--- src/rtl/serial_alu_sequencer.sv ---
// Bit-serial add/subtract unit. One full_adder cell is reused over WIDTH
// cycles, LSB first, to produce a WIDTH-bit result and ARM-style NZCV flags.
// The core drives it through a start/busy/done handshake.

// Single-bit full adder cell, shared by every bit position of the serial datapath.
module full_adder (
    input  logic a_i,
    input  logic b_i,
    input  logic c_i,
    output logic s_o,
    output logic c_o
);
    assign s_o = a_i ^ b_i ^ c_i;
    assign c_o = (a_i & b_i) | (c_i & (a_i ^ b_i));
endmodule

module serial_alu_sequencer #(
    parameter int WIDTH = 32
) (
    input  logic             clk,
    input  logic             reset,
    input  logic             start,
    input  logic             sub,
    input  logic [WIDTH-1:0] a,
    input  logic [WIDTH-1:0] b,
    output logic             busy,
    output logic             done,
    output logic [WIDTH-1:0] result,
    output logic             flag_n,
    output logic             flag_z,
    output logic             flag_c,
    output logic             flag_v
);
    localparam int CW = $clog2(WIDTH);

    typedef enum logic [1:0] {S_IDLE, S_RUN, S_DONE} state_t;

    state_t           state_q, state_d;
    logic [WIDTH-1:0] opa_q, opa_d;
    logic [WIDTH-1:0] opb_q, opb_d;
    logic [WIDTH-1:0] sh_q, sh_d;
    logic             carry_q, carry_d;
    logic             c_msb_q, c_msb_d;
    logic [CW-1:0]    cnt_q, cnt_d;
    logic [WIDTH-1:0] result_q, result_d;
    logic             n_q, n_d;
    logic             z_q, z_d;
    logic             c_q, c_d;
    logic             v_q, v_d;

    logic             fa_sum;
    logic             fa_cout;
    logic             last_bit;
    logic [WIDTH-1:0] sh_next;

    // The only adder in the datapath: operates on the current LSBs and running carry.
    full_adder u_fa (
        .a_i (opa_q[0]),
        .b_i (opb_q[0]),
        .c_i (carry_q),
        .s_o (fa_sum),
        .c_o (fa_cout)
    );

    assign last_bit = (cnt_q == CW'(WIDTH - 1));
    assign sh_next  = {fa_sum, sh_q[WIDTH-1:1]};

    // Next-state logic and handshake outputs.
    always_comb begin
        // NOTE: every signal written here gets a default first, so no path can infer a latch.
        state_d = state_q;
        busy    = 1'b0;
        done    = 1'b0;
        case (state_q)
            S_IDLE: if (start) state_d = S_RUN;
            S_RUN: begin
                busy = 1'b1;
                if (last_bit) state_d = S_DONE;
            end
            S_DONE: begin
                done    = 1'b1;
                state_d = S_IDLE;
            end
            default: state_d = S_IDLE;
        endcase
    end

    // Datapath next values: operand latch, serial shift, and flag capture on the last bit.
    always_comb begin
        opa_d    = opa_q;
        opb_d    = opb_q;
        sh_d     = sh_q;
        carry_d  = carry_q;
        c_msb_d  = c_msb_q;
        cnt_d    = cnt_q;
        result_d = result_q;
        n_d      = n_q;
        z_d      = z_q;
        c_d      = c_q;
        v_d      = v_q;
        case (state_q)
            S_IDLE: begin
                if (start) begin
                    // Subtraction is a + ~b + 1: invert B here and seed the carry with 1.
                    opa_d   = a;
                    opb_d   = sub ? ~b : b;
                    carry_d = sub;
                    cnt_d   = '0;
                end
            end
            S_RUN: begin
                opa_d   = opa_q >> 1;
                opb_d   = opb_q >> 1;
                sh_d    = sh_next;
                carry_d = fa_cout;
                cnt_d   = cnt_q + CW'(1);
                // Carry out of bit WIDTH-2 is the carry into the MSB, needed for V.
                if (cnt_q == CW'(WIDTH - 2)) c_msb_d = fa_cout;
                if (last_bit) begin
                    result_d = sh_next;
                    n_d      = fa_sum;
                    z_d      = (sh_next == '0);
                    c_d      = fa_cout;
                    v_d      = c_msb_q ^ fa_cout;
                end
            end
            default: ;
        endcase
    end

    // State and datapath registers with synchronous reset.
    always_ff @(posedge clk) begin
        // NOTE: sequential state uses non-blocking assignments so all registers update together.
        if (reset) begin
            state_q  <= S_IDLE;
            opa_q    <= '0;
            opb_q    <= '0;
            sh_q     <= '0;
            carry_q  <= 1'b0;
            c_msb_q  <= 1'b0;
            cnt_q    <= '0;
            result_q <= '0;
            n_q      <= 1'b0;
            z_q      <= 1'b0;
            c_q      <= 1'b0;
            v_q      <= 1'b0;
        end else begin
            state_q  <= state_d;
            opa_q    <= opa_d;
            opb_q    <= opb_d;
            sh_q     <= sh_d;
            carry_q  <= carry_d;
            c_msb_q  <= c_msb_d;
            cnt_q    <= cnt_d;
            result_q <= result_d;
            n_q      <= n_d;
            z_q      <= z_d;
            c_q      <= c_d;
            v_q      <= v_d;
        end
    end

    assign result = result_q;
    assign flag_n = n_q;
    assign flag_z = z_q;
    assign flag_c = c_q;
    assign flag_v = v_q;

endmodule

--- config.mk ---
export PLATFORM = sky130hd
export DESIGN_NAME = serial_alu_sequencer
export DESIGN_NICKNAME = d
export VERILOG_FILES = /design/src/rtl/serial_alu_sequencer.sv
export SDC_FILE = /design/constraint.sdc
export NUM_CORES = 1
export LEC_CHECK = 0
export ABC_AREA = 1
export ABC_CLOCK_PERIOD_IN_PS = 2700
export BUFFER_PORTS_ARGS = -buffer_cell sky130_fd_sc_hd__buf_2
export CAP_MARGIN = 5
export CORE_UTILIZATION = 40
export CTS_CLUSTER_DIAMETER = 60
export DETAILED_ROUTE_END_ITERATION = 8
export GPL_ROUTABILITY_DRIVEN = 0
export PLACE_DENSITY = 0.64
export SKIP_CTS_REPAIR_TIMING = 1
export SLEW_MARGIN = 20
export SYNTH_ARGS = -nofsm -noshare
export SYNTH_HDL_FRONTEND = slang
export SYNTH_SLANG_ARGS = --single-unit
--- constraint.sdc ---
create_clock -name clk -period 2.7 [get_ports clk]
set_input_delay 0.54 -clock clk [delete_from_list [all_inputs] [get_ports clk]]
set_output_delay 0.54 -clock clk [all_outputs]
set_load 0.005 [all_outputs]
==> results of run 1 <==
==> power by group through the flow <==
stage | registers (mW) | logic (mW) | clock network [mW]
after CTS | 2.23 | 0.469 | 2.54
after detailed placement | 2.27 | 0.466 | 0
after global placement | 2.27 | 0.463 | 0
final | 2.23 | 0.461 | 2.49
after floorplan | 2.26 | 0.339 | 0
after global routing | 2.25 | 0.529 | 2.63
==> area by class of cell <==
class	count	area [um^2]	area share [%]
flip-flops and latches	139	2780	40.4
clock inverters	7	135	1.96
well taps	176	220	3.20
clock buffers	24	502	7.29
inverters	28	108	1.56
multi-input cells	504	2460	35.8
repair buffers	117	668	9.71
==> registers in the layout, indices dropped and copies added, names as in the netlist <==
register,cells
flag_z,1
flag_v,1
opa_q,32
flag_c,1
sh_q,31
opb_q,32
state_q,2
c_msb_q,1
cnt_q,5
result,32
carry_q,1
==> how the worst max path moves through the flow <==
stage	from	to	depth (start not counted)
after floorplan	cnt_q[0]$_SDFFE_PP0P_	result[10]$_SDFFE_PP0P_	9
after global placement	start	opb_q[10]$_SDFFE_PP0P_	7
after detailed placement	start	opb_q[28]$_SDFFE_PP0P_	7
after CTS	state_q[0]$_SDFFE_PP0P_	busy	3
after global routing	state_q[0]$_SDFFE_PP0P_	busy	3
final	state_q[0]$_SDFFE_PP0P_	busy	3
==> layout by cell type, fill, tap and decap left out, types with 9 or more instances in the layout <==
cell type,synthesis,routed
a21oi_1,46,46
inv_1,26,25
nand2_1,234,234
buf_2,21,104
o21ai_0,42,42
a31oi_1,59,59
nand3_1,17,17
a211oi_1,13,13
xor2_1,32,32
dfxtp_1,139,139
nor2_1,47,46
clkbuf_16,0,17
buf_4,5,9
==> logic make-up (layout without fill, tap and decap cells) <==
kind of cell / after synthesis / in the layout / share of synthesized area, %
AND/OR/NAND/NOR: 302 / 302 / 20.8
AO/OA/AOI/OAI: 165 / 165 / 16.8
flip-flops: 139 / 139 / 49.5
buffers and inverters: 82 / 176 / 6.85
XOR/XNOR: 33 / 33 / 5.14
adder cells (fa/ha/maj): 4 / 4 / 1.02
==> worst max-delay path: cells and delay by family (launching register included) <==
| kind | cells | cell delay (ps) |
|---|---|---|
| flip-flops | 1 | 460 |
| AND/OR/NAND/NOR | 1 | 290 |
| buffers and inverters | 2 | 520 |
==> stage by stage <==
stage / power [mW] / std cells / hold WS, ps / cell area, um^2
detailed placement: 2.74 / 964 / 452 / 6240
global placement: 2.74 / 964 / 451 / 6240
floorplan: 2.60 / 725 / 440 / 5630
global route: 5.41 / 995 / 385 / 6880
CTS: 5.24 / 995 / 351 / 6880
finish: 5.18 / 995 / 362 / 6880
==> per-layer routing <==
layer	part of all wire, %	vias to the layer above
met5	0	-
met4	1.5	0
met3	4.6	13
met2	46	98
met1	48	2191
li1	-	2555
==> flow_metrics.tcl, run 1 <==
set metrics [dict create \
    path_class "register to primary output" \
    crit_chain "nand2_1 -> inv_4 -> buf_2" \
    min_from "a[31]" \
    dieArea_um2 14500 \
    yosysUniqueCellTypes 27 \
    dp.final_hpwl_um 8230 \
    clk_pin_slew_worst_paths_ps 60 \
    p_seq_share_pct 43.1 \
    p_leak_nw 2.78 \
    setup_slack_ps 454 \
    skew_ps 19.2 \
    synth_edf_count 0 \
    via_count 4857 \
    use_met3_pct 5.94 \
    max_freq_mhz 445 \
    syn_nets 797 \
    ant_nets 0 \
    min_period_over_period_pct 83.2 \
    synth_top_area_share_pct 49.5 \
    vias_per_cell 4.88 \
    drt_iter0_drc 352 \
    n_antenna_cell 0 \
    cts_tree "yes" \
    cp_max_fo 29 \
    cts_root_buffer "clkbuf_16" \
    min_path_cells 3 \
    final_hold_viol_count 0 \
    fillCellCount 1371 \
    hp-class "input pin to register" \
    tightest_slew_ps 758 \
    synth-seq-cells 139 \
    cp-end-kind "primary output" \
    p_sw_mw 1.18 \
    dieHeight_um 121 \
    p_comb_share_pct 8.9 \
    clkPwrFrac_pct 48.0 \
    finalMaxSlewViolations 0 \
    tns_ps 0 \
    synth.most_common_cell "nand2_1" \
    drv_cap 0 \
    met2_usage_pct 30.7 \
    wl_per_cell_um 12.9 \
    synth_top_area_cell "dfxtp_1" \
    rsz0062_at_grt "false" \
    synthTopCellsByArea "dfxtp_1 (49%), nand2_1 (16%), a31oi_1 (6.6%)" \
    avgSynthCellArea_um2 7.76 \
    synth_area_um2 5630 \
    swShare_pct 22.8 \
    synthToLayoutAreaGrowth_pct 22.3 \
    grt_pass1_wl_um 21800 \
    cts_max_level 4 \
    antenna_found_initial 0 \
    min_period_ps 2250 \
    final_util_pct 51.1 \
    whs_endpoint "opa_q[31]$_SDFFE_PP0P_" \
    cpPeakStageDelay_ps 460 \
    drive_gt1_share_pct 18.6 \
    dieWidth_um 121 \
    grt_pass1_vias 4600 \
    powerDensity_nw_per_um2 753 \
    slowest_stage "dfxtp_1" \
    busiest_layer "met2" \
    met1_usage_pct 23.5 \
    vdd_ir_drop_max_mv 0.406 \
    r2r-start "cnt_q[0]$_SDFFE_PP0P_" \
    grt_max_degree 73 \
    crit_arrival_ps 1710 \
    rows 42 \
    slew_headroom_pct 49.5 \
    seq_area_frac_synth_pct 49.5 \
    reg2reg_depth 8 \
    synthTopCellsByCount "nand2_1 (234), dfxtp_1 (139), a31oi_1 (59)" \
    wl_um 12800 \
    start_kind "register" \
    synth_flop_cell "dfxtp_1" \
    grt_util_all_layers_pct 19.0 \
    coreArea_um2 13500 \
    io_pins 106 \
    crit_required_ps 2160 \
    finalSetupViolCount 0 \
    regToRegEndpoint "result[1]$_SDFFE_PP0P_" \
    drc 0 \
    grt.overflow.total 0 \
    drt_first_pass_iters 4 \
    ys_warn_count 0 \
    numClockSinks 139 \
    place_ws_ps 760 \
    status "finished clean" \
    cts_made_buffers 17 \
    async_flop_share_pct 0 \
    nNetsFinal 879 \
    r2r_slack_ps 780 \
    clk_latency_ps 430 \
    clock_path_buffers 2 \
    port_buffers 105 \
    p_int_mw 4.00 \
    synthCells 725 \
    initial_core_util_pct 41.8 \
]
Note: power is estimated with default switching activity, not from simulation.
==> inputs of run 2 (changes only) <==
ABC_AREA = 0   (was 1)
ABC_CLOCK_PERIOD_IN_PS = 2200   (was 2700)
PLACE_DENSITY = 0.63   (was 0.64)
clock period = 2.2 ns   (was 2.7 ns; I/O delays follow)
==> run 2 against run 1 <==
- synthesized area is 5.8% higher
- combinational power is 33% higher
- clock-buffer cell count down 5
- via count rose by 6.4%
- cell count shrank 2.2%
- die area grew 5.7%
- first-iteration DRC count is 39% higher
- non-clock buffer count is 2 higher
- routed wire length rose by 1.2%
- sequential share of layout area is 1.7 points lower
- critical path type unchanged
- highest routed layer unchanged
==> flow_metrics.tcl, run 2 <==
set metrics [dict create \
    io_pins 106 \
    whs_ps 288 \
    final_hold_viol_count 0 \
    grt_pass1_wl_um 21400 \
    drive_gt1_share_pct 22.3 \
    hp-class "input pin to register" \
    p_leak_nw 2.85 \
    synth-simple-area-share_pct 26.2 \
    cts_tree "yes" \
    slowest_stage "dfxtp_2" \
    numClockSinks 139 \
    clk_pin_slew_worst_paths_ps 60 \
    mostFrequentLayoutCells "dfxtp_1 (138), nand2_1 (128), buf_2 (104), a21oi_1 (99), nor2_1 (71)" \
    synthTopCellsByArea "dfxtp_1 (47%), a21oi_1 (8.3%), nand2_1 (8.1%)" \
    regToRegEndpoint "flag_z$_SDFFE_PP0P_" \
    met2_usage_pct 30.1 \
    powerDensity_nw_per_um2 858 \
    grt_pass1_vias 4686 \
    synthToLayoutAreaGrowth_pct 20.8 \
    synthTopCellsByCount "dfxtp_1 (139), nand2_1 (128), a21oi_1 (99)" \
    synth_xor_area_share_pct 4.86 \
    slew_headroom_pct 40.4 \
    start_kind "register" \
    final_common_cell "dfxtp_1" \
    crit_arrival_ps 1570 \
    skew_ps 6.94 \
    finalSetupViolCount 0 \
    avgSynthCellArea_um2 8.45 \
    wl_um 13000 \
    synth_flop_cell "dfxtp_1" \
    synth-seq-cells 139 \
    min_from "a[31]" \
    whs_endpoint "opa_q[31]$_SDFFE_PP0P_" \
    dieArea_um2 15400 \
    rows 44 \
    async_flop_share_pct 0 \
    tightest_slew_ps 894 \
    finalMaxSlewViolations 0 \
    synth_top_area_cell "dfxtp_1" \
    via_count 5167 \
    crit_buf_inv 2 \
    seq_area_frac_synth_pct 46.8 \
    cpPeakStageDelay_ps 490 \
    cp_max_fo 41 \
    tns_ps 0 \
    dieWidth_um 124 \
    total_power_mw 6.17 \
    drt_first_pass_iters 6 \
    dieHeight_um 124 \
    clock_path_buffers 2 \
    nNetsFinal 850 \
    final_cells 973 \
    wl_per_cell_um 13.3 \
    antenna_found_initial 0 \
    synthAdderAreaFrac_pct 0.967 \
    synth_compound_area_share_pct 15.5 \
    n_antenna_cell 0 \
    final_util_pct 49.5 \
    coreArea_um2 14500 \
    drt_iter0_drc 489 \
    rsz0062_at_grt "false" \
    grt_max_degree 64 \
    drv_cap 0 \
    met1_usage_pct 21.4 \
    crit_chain "nand2b_1 -> inv_6 -> buf_2" \
    busiest_layer "met2" \
    fin_area_um2 7190 \
    grt.overflow.total 0 \
    synth_area_um2 5950 \
    cp-end-kind "primary output" \
    vias_per_cell 5.31 \
    r2r-start "cnt_q[1]$_SDFFE_PP0P_" \
    cts_root_buffer "clkbuf_16" \
    initial_core_util_pct 40.9 \
    drc 0 \
    syn_nets 776 \
    ys_warn_count 0 \
    cts_made_buffers 17 \
    clk_latency_ps 420 \
    path_class "register to primary output" \
    place_ws_ps 341 \
    cts_max_level 4 \
    synthMuxAreaShare_pct 0 \
    place_area_um2 6590 \
    max_freq_mhz 498 \
    ant_nets 0 \
    crit_required_ps 1760 \
    vdd_ir_drop_max_mv 0.586 \
    r2r_slack_ps 390 \
    cpLargestDelayFamily "flip-flops" \
    place_inst 943 \
    grt_util_all_layers_pct 17.7 \
    synth_edf_count 0 \
    reg2reg_depth 7 \
    synthCells 704 \
    min_period_over_period_pct 91.2 \
    synth.most_common_cell "dfxtp_1" \
    synth_top_family_by_area "simple AND/OR/NAND/NOR gates" \
    dp.final_hpwl_um 8370 \
    use_met3_pct 4.53 \
    synth_top_area_share_pct 46.8 \
    status "finished clean" \
    port_buffers 105 \
    setup_slack_ps 193 \
    yosysUniqueCellTypes 43 \
    min_path_cells 3 \
    min_period_ps 2010 \
]
-- run 2: cell types whose count changed after synthesis, sizes merged, moves of 33 or more --
cell    previous run  this run
nand2b             0        33
a31oi             59         0
or3b               0        33
a21oi             46        99
o21ai             42         1
nand2            234       128
-- run 2: kinds of logic (layout without fill, tap and decap cells) --
group,Yosys count,in the layout
AO/OA/AOI/OAI,143,143
flip-flops,139,139
adder cells (fa/ha/maj),4,4
AND/OR/NAND/NOR,319,319
XOR/XNOR,33,33
buffers and inverters,66,151
-- run 2: worst max path at each step --
stage	startpoint	endpoint	cells past startpoint
2_1_floorplan	cnt_q[0]$_SDFFE_PP0P_	flag_v$_SDFFE_PP0P_	7
3_3_place_gp	sub	opb_q[0]$_SDFFE_PP0P_	4
3_5_place_dp	sub	opb_q[8]$_SDFFE_PP0P_	4
4_1_cts	state_q[0]$_SDFFE_PP0P_	busy	3
5_1_grt	state_q[0]$_SDFFE_PP0P_	busy	3
6_report	state_q[0]$_SDFFE_PP0P_	busy	3
-- run 2: area by class of cell --
type	count	area [um^2]
clock inverter	11	145
fill	1406	7350
tap	184	230
multi-input combinational	499	2830
inverter	2	12.5
clock buffer	19	453
sequential	139	2780
timing repair buffer	119	733
-- run 2: worst reg2reg max path, delay by kind of cell (launching register included) --
kind / cells / cell delay [ps]
simple gates: 3 / 570
compound gates: 1 / 70
flops: 1 / 370
fa+ha+maj: 2 / 390
buf+inv: 1 / 280
-- run 2: power by group --
| group | internal (mW) | switching (mW) |
|---|---|---|
| Combinational | 0.283 | 0.328 |
| Clock | 1.83 | 1.04 |
| Sequential | 2.63 | 0.0633 |
-- run 2: metal layers --
metal	wire (um)	part of all wire, %
met1	5880	45
met2	6280	48
met3	619	4.8
met4	183	1.4
met5	0	0
